## config.mk

```make
export PLATFORM = sky130hd
export DESIGN_NAME = self_com_slink_mon_flat
export DESIGN_NICKNAME = d
export VERILOG_FILES = /design/src/rtl/self_com_slink_mon_if.sv /design/src/rtl/self_com_slink_mon.sv /design/src/flat_wrapper.sv
export SDC_FILE = /design/constraint.sdc
export NUM_CORES = 1
export LEC_CHECK = 0
export ABC_AREA = 1
export CAP_MARGIN = 20
export CORE_MARGIN = 10
export CORE_UTILIZATION = 30
export DETAILED_ROUTE_END_ITERATION = 12
export GPL_TIMING_DRIVEN = 1
export RECOVER_POWER = 100
export SLEW_MARGIN = 0
export SYNTH_ARGS = -nofsm -noshare
export SYNTH_HDL_FRONTEND = slang
export SYNTH_SLANG_ARGS = --single-unit
```

## constraint.sdc

```tcl
create_clock -name clk_12_5m -period 2.9 [get_ports clk_12_5m]
set_input_delay 0.29 -clock clk_12_5m [delete_from_list [all_inputs] [get_ports clk_12_5m]]
set_output_delay 0.29 -clock clk_12_5m [all_outputs]
set_load 0.05 [all_outputs]
```

## src/rtl/self_com_slink_mon_if.sv

```systemverilog
// self_com_slink_mon_if: received-frame strobe bus feeding the slink link monitor.
interface self_com_slink_mon_if;
    logic       frame_vld;
    logic       frame_crc_err;
    logic [7:0] frame_seq;

    modport master (output frame_vld, frame_crc_err, frame_seq);
    modport slave  (input  frame_vld, frame_crc_err, frame_seq);
endinterface

```

## src/rtl/self_com_slink_mon.sv

```systemverilog
// self_com_slink_mon: per-channel link health monitor (frame CRC/sequence checks, watchdog,
// IDLE/INIT/OK/FAULT tracking and a saturating error counter).
module self_com_slink_mon #(
    parameter int TIMEOUT_CYC = 12500,
    parameter int ERR_THRESH  = 3,
    parameter int RECOVER_CNT = 4
) (
    input  logic                      clk_12_5m,
    input  logic                      rst_12_5m,
    input  logic                      chn_enable,
    input  logic                      err_cnt_clr,
    self_com_slink_mon_if.slave       frm,
    output logic                      chn_slink_err,
    output logic [1:0]                link_state,
    output logic [15:0]               err_cnt
);
    typedef enum logic [1:0] {IDLE = 2'b00, INIT = 2'b01, OK = 2'b10, FAULT = 2'b11} state_t;

    localparam int WW = TIMEOUT_CYC > 2 ? $clog2(TIMEOUT_CYC) : 1;
    localparam logic [WW-1:0] WD_LAST  = WW'(TIMEOUT_CYC - 1);
    localparam logic [7:0]    ERR_LAST = 8'(ERR_THRESH - 1);
    localparam logic [7:0]    REC_LAST = 8'(RECOVER_CNT - 1);

    state_t        state, state_nxt;
    logic          synced;
    logic [7:0]    exp_seq, good_cnt, bad_cnt;
    logic [WW-1:0] wd_cnt;
    logic          seq_ok, good, bad, wd_on, timeout;

    // Until the first good frame of INIT any sequence number is taken as the starting point.
    assign seq_ok  = (state == INIT && !synced) || frm.frame_seq == exp_seq;
    assign good    = frm.frame_vld && !frm.frame_crc_err && seq_ok;
    assign bad     = frm.frame_vld && !good;
    assign wd_on   = chn_enable && state != IDLE;
    assign timeout = wd_on && wd_cnt == WD_LAST && !good;

    assign link_state = state;

    always_comb begin
        state_nxt = state;
        if (!chn_enable)
            state_nxt = IDLE;
        else
            case (state)
                IDLE:    state_nxt = INIT;
                INIT:    state_nxt = timeout ? FAULT : (good && good_cnt == REC_LAST) ? OK : INIT;
                OK:      state_nxt = (timeout || (bad && bad_cnt == ERR_LAST)) ? FAULT : OK;
                FAULT:   state_nxt = (good && good_cnt == REC_LAST) ? OK : FAULT;
                default: state_nxt = IDLE;
            endcase
    end

    always_ff @(posedge clk_12_5m or negedge rst_12_5m) begin
        if (!rst_12_5m) begin
            state         <= IDLE;
            chn_slink_err <= 1'b0;
            synced        <= 1'b0;
            exp_seq       <= '0;
            good_cnt      <= '0;
            bad_cnt       <= '0;
            wd_cnt        <= '0;
            err_cnt       <= '0;
        end else begin
            state         <= state_nxt;
            chn_slink_err <= state_nxt == INIT || state_nxt == FAULT;
            synced        <= wd_on && (synced || good);
            if (frm.frame_vld && !frm.frame_crc_err)
                exp_seq <= frm.frame_seq + 8'd1;
            wd_cnt <= (!wd_on || good || timeout) ? '0 : wd_cnt + 1'b1;
            if (!chn_enable || state_nxt != state) begin
                good_cnt <= '0;
                bad_cnt  <= '0;
            end else begin
                good_cnt <= (good && state != OK) ? good_cnt + 8'd1 : (bad || timeout) ? '0 : good_cnt;
                bad_cnt  <= (bad && state == OK) ? bad_cnt + 8'd1 : good ? '0 : bad_cnt;
            end
            err_cnt <= err_cnt_clr ? '0
                     : (chn_enable && (bad || timeout) && err_cnt != 16'hFFFF) ? err_cnt + 16'd1
                     : err_cnt;
        end
    end
endmodule

```

## src/flat_wrapper.sv

```systemverilog
// flat-port wrapper written by rule: the top's interface ports become plain ports
module self_com_slink_mon_flat 
#(
    parameter int TIMEOUT_CYC = 12500,
    parameter int ERR_THRESH  = 3,
    parameter int RECOVER_CNT = 4
)
  (clk_12_5m, rst_12_5m, chn_enable, err_cnt_clr, chn_slink_err, link_state, err_cnt, frm_frame_vld, frm_frame_crc_err, frm_frame_seq);
  self_com_slink_mon_if frm_i ();
  input  logic clk_12_5m;
  input  logic rst_12_5m;
  input  logic chn_enable;
  input  logic err_cnt_clr;
  output logic chn_slink_err;
  output logic [1:0] link_state;
  output logic [15:0] err_cnt;
  input wire logic [$bits(frm_i.frame_vld)-1:0] frm_frame_vld;
  input wire logic [$bits(frm_i.frame_crc_err)-1:0] frm_frame_crc_err;
  input wire logic [$bits(frm_i.frame_seq)-1:0] frm_frame_seq;
  assign frm_i.frame_vld = frm_frame_vld;
  assign frm_i.frame_crc_err = frm_frame_crc_err;
  assign frm_i.frame_seq = frm_frame_seq;
  self_com_slink_mon #(.TIMEOUT_CYC(TIMEOUT_CYC), .ERR_THRESH(ERR_THRESH), .RECOVER_CNT(RECOVER_CNT)) u_core (.clk_12_5m(clk_12_5m), .rst_12_5m(rst_12_5m), .chn_enable(chn_enable), .err_cnt_clr(err_cnt_clr), .frm(frm_i), .chn_slink_err(chn_slink_err), .link_state(link_state), .err_cnt(err_cnt));
endmodule
```

==> results.md, run 1 <==
- EDFF count, synth: 0
- Crit path kind: input port to register
- Register-to-register setup slack: 0.68 ns
- Seq/Total Area, Yosys: 0.423
- Port Buffer Count: 32
- Final core area utilization: 0.377
- Final Max Tran Viols: 31
- Clk buf depth: 2
- FF+latch count, synth: 57
- RSZ-0062 raised after global routing: no
- Worst skew pair latency: 0.32 ns
- Part of the cycle the worst path needs: 0.842
- Resize count post-CTS: 0
- Synthesis-to-layout area growth: 22.3%
- WP data required: 3.16 ns
- Layout fillers: 1,135
- Reg-to-Reg End: u_core.good_cnt[2]
- PwrDens: 501 nW/um2
- Post-Syn Area: 3370 um2
- Synth Area per Inst: 7.51 um2
- Most used DFF post-synth: dfrtp_1
- Max Fclk: 410 MHz
- Post-route antenna net violation count: 0
- Final Power: 2.07 mW
- Core area: 10,900 um2
- Synth top area share: 0.423
- CTS tree: built
- Final global-route overflow total: 0
- Outcome: finished with violations
- Maxcap violations: 1
- Syn_nets: 469
- Startpoint Class: input port
- Worst slew margin: -0.116
- Vias per std cell: 4.67
- Vias in the first global route: 2,965
- Final Routed Wirelength: 7580 um
- DIE HEIGHT: 126 um
- First-pass GRT wire length: 13,500 um
- WHS: 0.396 ns
- I/O pins: 33
- WL/cell: 12.0 um
- Syn Inst Count: 449
- Synth area leaders: dfrtp_1 (42%), nand2_1 (13%), nor2_1 (6.6%), inv_1 (6.0%), nand3_1 (5.9%)
- Synth cell types: 36
- Worst Hold Class: input port to async pin
- Minimum clock period: 2.44 ns
- Die ar.: 15,900 um2
- Setup TNS: 0 ns
- Max IR drop VDD: 277 uV
- Worst r2r src: u_core.exp_seq[7]
- Synth area leader: dfrtp_1
- Yosys warns: 0
- Via count: 2,963
- Post-CTS Hold Buffers: 0
- Skew final: 0.00698 ns
- Initial core utilization: 0.308
- Root Buffer: clkbuf_16
- Placer Congestion: 0.865
- Leak: 1.84 nW
- Post-CTS Setup Bufs: 0
- Failing checks: max-capacitance violations, max-slew violations
- Initial drt markers: 99
- HPWL after DPL: 5630 um
- Share of layout cells above drive strength 1: 0.0648
- Worst-Margin Slew: 1.67 ns
- Largest net degree at the start of global routing: 31
- Gr usage total: 0.0994
- Clock Sinks: 57
- # diodes: 0
- Crit path capture type: register
- Drt pass-1 iters: 4
- Ys async rst share: 1.00
- Hold Vio Cnt, Final: 0
- Num CTS Buffers: 9
- Layout Nets: 509
- Max FO, Critical Path: 26
- Clk slew on worst S/H paths: 0.06 ns
- # DRC: 0
- # setup viols final: 0
- # rows: 38
- Antenna violations before repair: 1
- Worst reg2reg path depth: 13
- Width of the die: 126 um
- Arrival time worst endpoint: 2.71 ns
- # H-tree levels: 3
==> cells in the mapped netlist (4+ instances only) <==
cell type  instances
nand2_1          113
nor2_1            59
dfrtp_1           57
inv_1             54
nand3_1           40
o21ai_0           14
a21oi_1           13
xor2_1            12
nor3_1            10
xnor2_1           10
nand4_1            7
nor3b_1            7
nor4_1             7
o31ai_1            7
ha_1               6
nand2_2            4
==> layer usage <==
metal | wire length (um) | global-route usage | up-vias
met5 | 0 | 0 | -
met4 | 82 | 0.0322 | 0
met3 | 579 | 0.0491 | 10
met2 | 3250 | 0.147 | 59
met1 | 3670 | 0.123 | 1368
li1 | - | - | 1526
==> cell usage in the layout, fill, tap and decap left out, types with 9 or more instances in the layout <==
cell type / count
a21oi_1: 13
clkbuf_16: 9
clkdlybuf4s50_1: 10
dfrtp_1: 57
dlygate4sd3_1: 21
inv_1: 54
nand2_1: 116
nand3_1: 41
nor2_1: 59
nor3_1: 10
o21ai_0: 15
xnor2_1: 10
xor2_1: 12
==> where the power goes <==
| group | switching [mW] | internal (mW) | leakage (nW) |
|---|---|---|---|
| clock | 0.373 | 0.688 | 0.145 |
| combinational | 0.115 | 0.0572 | 0.913 |
| sequential | 0.0153 | 0.817 | 0.779 |
| total | 0.504 | 1.56 | 1.84 |
==> layout make-up <==
cell class              instances  area (um2)  share of cell area
well taps                     140         175              0.0425
clock buffers                  10         239              0.0579
clock inverters                 6        67.6              0.0164
flip-flops and latches         57        1430               0.346
inverters                      59         226              0.0549
repair buffers                 35         330              0.0801
multi-input cells             327        1660               0.402
==> how the worst max path moves through the flow <==
stage	depth (start not counted)	start	slack, ns	end
3_3_place_gp	14	frm_frame_seq[2]	0.48	u_core.good_cnt[6]
3_5_place_dp	14	frm_frame_seq[2]	0.38	u_core.good_cnt[0]
2_1_floorplan	11	u_core.err_cnt[1]	0.68	u_core.err_cnt[11]
6_report	14	frm_frame_seq[2]	0.46	u_core.good_cnt[2]
5_1_grt	14	frm_frame_seq[2]	0.25	u_core.good_cnt[0]
4_1_cts	14	frm_frame_seq[2]	0.67	u_core.good_cnt[2]
==> metrics by stage <==
| step | setup slack [ns] | cell area [um2] | cells |
|---|---|---|---|
| 2_1_floorplan | 0.677 | 3370 | 449 |
| 3_3_place_gp | 0.482 | 3850 | 618 |
| 3_5_place_dp | 0.377 | 3850 | 618 |
| 4_1_cts | 0.667 | 4160 | 634 |
| 5_1_grt | 0.246 | 4120 | 634 |
| 6_report | 0.459 | 4120 | 634 |
==> flip-flops by register name (all words and copies together) (netlist names) <==
register	cells
u_core.err_cnt	16
u_core.wd_cnt	14
u_core.bad_cnt	8
u_core.exp_seq	8
u_core.good_cnt	8
u_core.link_state	2
u_core.synced	1
==> critical path, stage by stage <==
cell and delay, ns:
dlygate4sd3_1 0.61, xnor2_1 0.19, nand2_1 0.06, nor2_1 0.11, nand2_1 0.07, nand2_1 0.08
nand2_1 0.17, nand2_2 0.14, nand3_2 0.12, nand2_2 0.09, nand3_2 0.08, nor2_4 0.41
nand3_1 0.18, nand2_1 0.09
==> cell families (layout without fill, tap and decap cells) <==
family / count (synthesis) / in the layout / synth area share
adder cells (fa/ha/maj): 6 / 6 / 0.0223
XOR/XNOR: 22 / 22 / 0.0571
flip-flops: 57 / 57 / 0.423
AND/OR/NAND/NOR: 259 / 259 / 0.351
AO/OA/AOI/OAI: 40 / 40 / 0.0672
buffers and inverters: 65 / 110 / 0.0798
No activity file was read; power rests on OpenSTA's default activity.
==> inputs of run 2 (changes only) <==
clock period = 2.2 ns   (was 2.9 ns; I/O delays follow)
==> results.md, run 2 (synthesis results as in run 1) <==
- Outcome: complete, no violations (was finished with violations)
- # diodes: 0 (unchanged)
- Worst Hold Class: input port to async pin (unchanged)
- Arrival time worst endpoint: 2.23 ns (was 2.71 ns)
- Placer Congestion: 0.867 (was 0.865)
- # H-tree levels: 3 (unchanged)
- Final global-route overflow total: 0 (unchanged)
- Clk slew on worst S/H paths: 0.05 ns (was 0.06 ns)
- Worst path bufs/invs: 5 (was 1)
- Clk buf depth: 2 (unchanged)
- Layout fillers: 1,128 (was 1,135)
- Sequential cell area: 1430 um2 (about the same)
- Max Fclk: 496 MHz
- Worst r2r src: u_core.exp_seq[0] (was u_core.exp_seq[7])
- Crit path kind: input port to register (unchanged)
- Cells along the critical path: dlygate4sd3_1 > inv_1 > nor2_1 > clkbuf_1 > nand2_4 > clkbuf_4 > o21ai_0 > inv_1 > a21oi_2 > nor2_4 > nand3_1 > nand2_1 (was dlygate4sd3_1 > xnor2_1 > nand2_1 > nor2_1 > nand2_1 > nand2_1 > nand2_1 > nand2_2 > nand3_2 > nand2_2 > nand3_2 > nor2_4 > nand3_1 > nand2_1)
- Root Buffer: clkbuf_16 (unchanged)
- RSZ-0062 raised after global routing: no (unchanged)
- Commonest non-fill, non-tap cell in the layout: nand2_1 (unchanged)
- Share of layout cells above drive strength 1: 0.124 (was 0.0648)
- Leak: 1.99 nW (was 1.84 nW)
- Layout Nets: 538 (was 509)
- Max FO, Critical Path: 13 (was 26)
- CP startpoint: frm_frame_vld (was frm_frame_seq[2])
- Minimum clock period: 2.02 ns
- I/O pins: 33 (unchanged)
- Max reg flops: 16 (unchanged)
- Vias per std cell: 4.59 (was 4.67)
- Initial core utilization: 0.308 (unchanged)
- WL/cell: 12.1 um (was 12.0 um)
- Post-Layout Cell Count: 663 (was 634)
- Pre-CTS WS: -0.176 ns (was 0.377 ns)
- Top cell by count, worst path: inv_1 (was nand2_1)
- First-pass GRT wire length: 13,900 um (was 13,500 um)
- Top Registers: u_core.err_cnt: 16 flops, u_core.wd_cnt: 14 flops (unchanged)
- Max stage delay on crit path: 0.61 ns (about the same)
- Final Power: 2.90 mW (was 2.07 mW)
- Vias in the first global route: 2,994 (was 2,965)
- Most frequent cells in the layout: nand2_1 (114), nor2_1 (59), dfrtp_1 (55) (was nand2_1 (116), nor2_1 (59), dfrtp_1 (57))
- Worst-Margin Slew: 0.784 ns (was 1.67 ns)
- WP data required: 2.42 ns (was 3.16 ns)
- Cell family with most CP delay: buffers and inverters (was simple AND/OR/NAND/NOR gates)
- Max IR drop VDD: 406 uV (was 277 uV)
- Drt pass-1 iters: 4 (unchanged)
- Maxcap violations: 0 (was 1)
- Die ar.: 15,900 um2 (unchanged)
- CTS tree: built (unchanged)
- Slowest cell on the critical path: dlygate4sd3_1 (unchanged)
- Part of the cycle the worst path needs: 0.916
- Largest net degree at the start of global routing: 33 (was 31)
- Final Routed Wirelength: 8000 um (was 7580 um)
- Core area: 10,900 um2 (unchanged)
- Initial drt markers: 134 (was 99)
- Final Max Tran Viols: 0 (was 31)
- Gr usage total: 0.103 (was 0.0994)
- # DRC: 0 (unchanged)
- Register-to-register setup slack: 0.21 ns (was 0.68 ns)
- Worst skew pair latency: 0.33 ns (was 0.32 ns)
- Clock Sinks: 57 (unchanged)
- Top reg by flops: u_core.err_cnt (unchanged)
- Via count: 3,041 (was 2,963)
- Num CTS Buffers: 9 (unchanged)
- Width of the die: 126 um (unchanged)
- HPWL after DPL: 5880 um (was 5630 um)
- Hold Vio Cnt, Final: 0 (unchanged)
- Crit path capture type: register (unchanged)
- # setup viols final: 0 (unchanged)
- DP Cell Count: 645 (was 618)
- Worst slew margin: 0.478 (was -0.116)
- Skew final: 0.00660 ns (was 0.00698 ns)
- Startpoint Class: input port (unchanged)
- Post-route antenna net violation count: 0 (unchanged)
- Final WS setup: 0.184 ns (was 0.459 ns)
- Post-CTS Setup Bufs: 0 (unchanged)
- Port Buffer Count: 32 (unchanged)
- Area of the multi-input gates: 1690 um2 (was 1660 um2)
- PwrDens: 662 nW/um2 (was 501 nW/um2)
- # rows: 38 (unchanged)
- Synthesis-to-layout area growth: 30.0% (was 22.3%)
- DIE HEIGHT: 126 um (unchanged)
- Antenna violations before repair: 1 (unchanged)
## run 2: changes by cell type in the layout (fill, tap and decap cells not counted), sizes merged
cell,change
buf,+22
bufinv,+1
clkbuf,+6
clkdlybuf4s50,+1
clkinv,-1
clkinvlp,-1
nor2,+1
## run 2: where the power goes
| group | total, mW | leakage, nW | internal (mW) | switching, mW |
|---|---|---|---|---|
| combinational | 0.269 | 1.05 | 0.104 | 0.166 |
| sequential | 1.10 | 0.776 | 1.08 | 0.0186 |
| clock | 1.53 | 0.162 | 1.05 | 0.487 |
## run 2: metrics by stage
step | utilization | cell area (um2) | setup TNS [ns] | hold slack (ns)
floorplan | - | 3370 | 0 | -0.0756
global placement | 0.371 | 4060 | -0.681 | 0.290
detailed placement | 0.371 | 4060 | -2.11 | 0.302
CTS | 0.402 | 4400 | 0 | 0.463
global route | 0.401 | 4380 | 0 | 0.505
finish | 0.401 | 4380 | 0 | 0.451
## run 2: routing by layer
| layer | up-vias | routed length (um) | GRT usage |
|---|---|---|---|
| met5 | - | 13 | 0 |
| met4 | 2 | 86 | 0.0322 |
| met3 | 7 | 596 | 0.0503 |
| met2 | 49 | 3500 | 0.159 |
| met1 | 1393 | 3800 | 0.123 |
| li1 | 1590 | - | - |
## run 2: repair_timing
item | in CTS | in global routing
hold buffers | 1 | 0
setup endpoints to repair | 0 | 19
resized for setup | 0 | 2
endpoints found under the hold margin | 25 | 0
## run 2: final cells by class
class / instances / area share
multi-input cells: 328 / 0.385
flip-flops and latches: 57 / 0.326
repair buffers: 63 / 0.122
clock buffers: 11 / 0.0577
inverters: 59 / 0.0517
well taps: 140 / 0.0400
clock inverters: 5 / 0.0177
## run 2: worst reg2reg max path: stages, from the launching register on
cell and delay, ns:
dfrtp_1 0.38, inv_1 0.07, nand2_1 0.05, nand2_1 0.05, nand2_1 0.04, nor2_1 0.11
nand2_1 0.08, nand2_2 0.08, nand2_4 0.07, clkbuf_4 0.14, o21ai_0 0.14, inv_1 0.09
a21oi_2 0.28, nor2_4 0.13, nand3_1 0.10, nand2_1 0.05
## run 2: path summary, 6_finish.rpt
check | to | cells past startpoint
hold reg to reg | u_core.wd_cnt[0] | 1
max in group asynchronous | u_core.exp_seq[3] | 3
min in group clk_12_5m | u_core.wd_cnt[0] | 1
hold / removal | u_core.err_cnt[13] | 2
setup / recovery | u_core.good_cnt[6] | 12
setup reg to reg | u_core.good_cnt[6] | 15
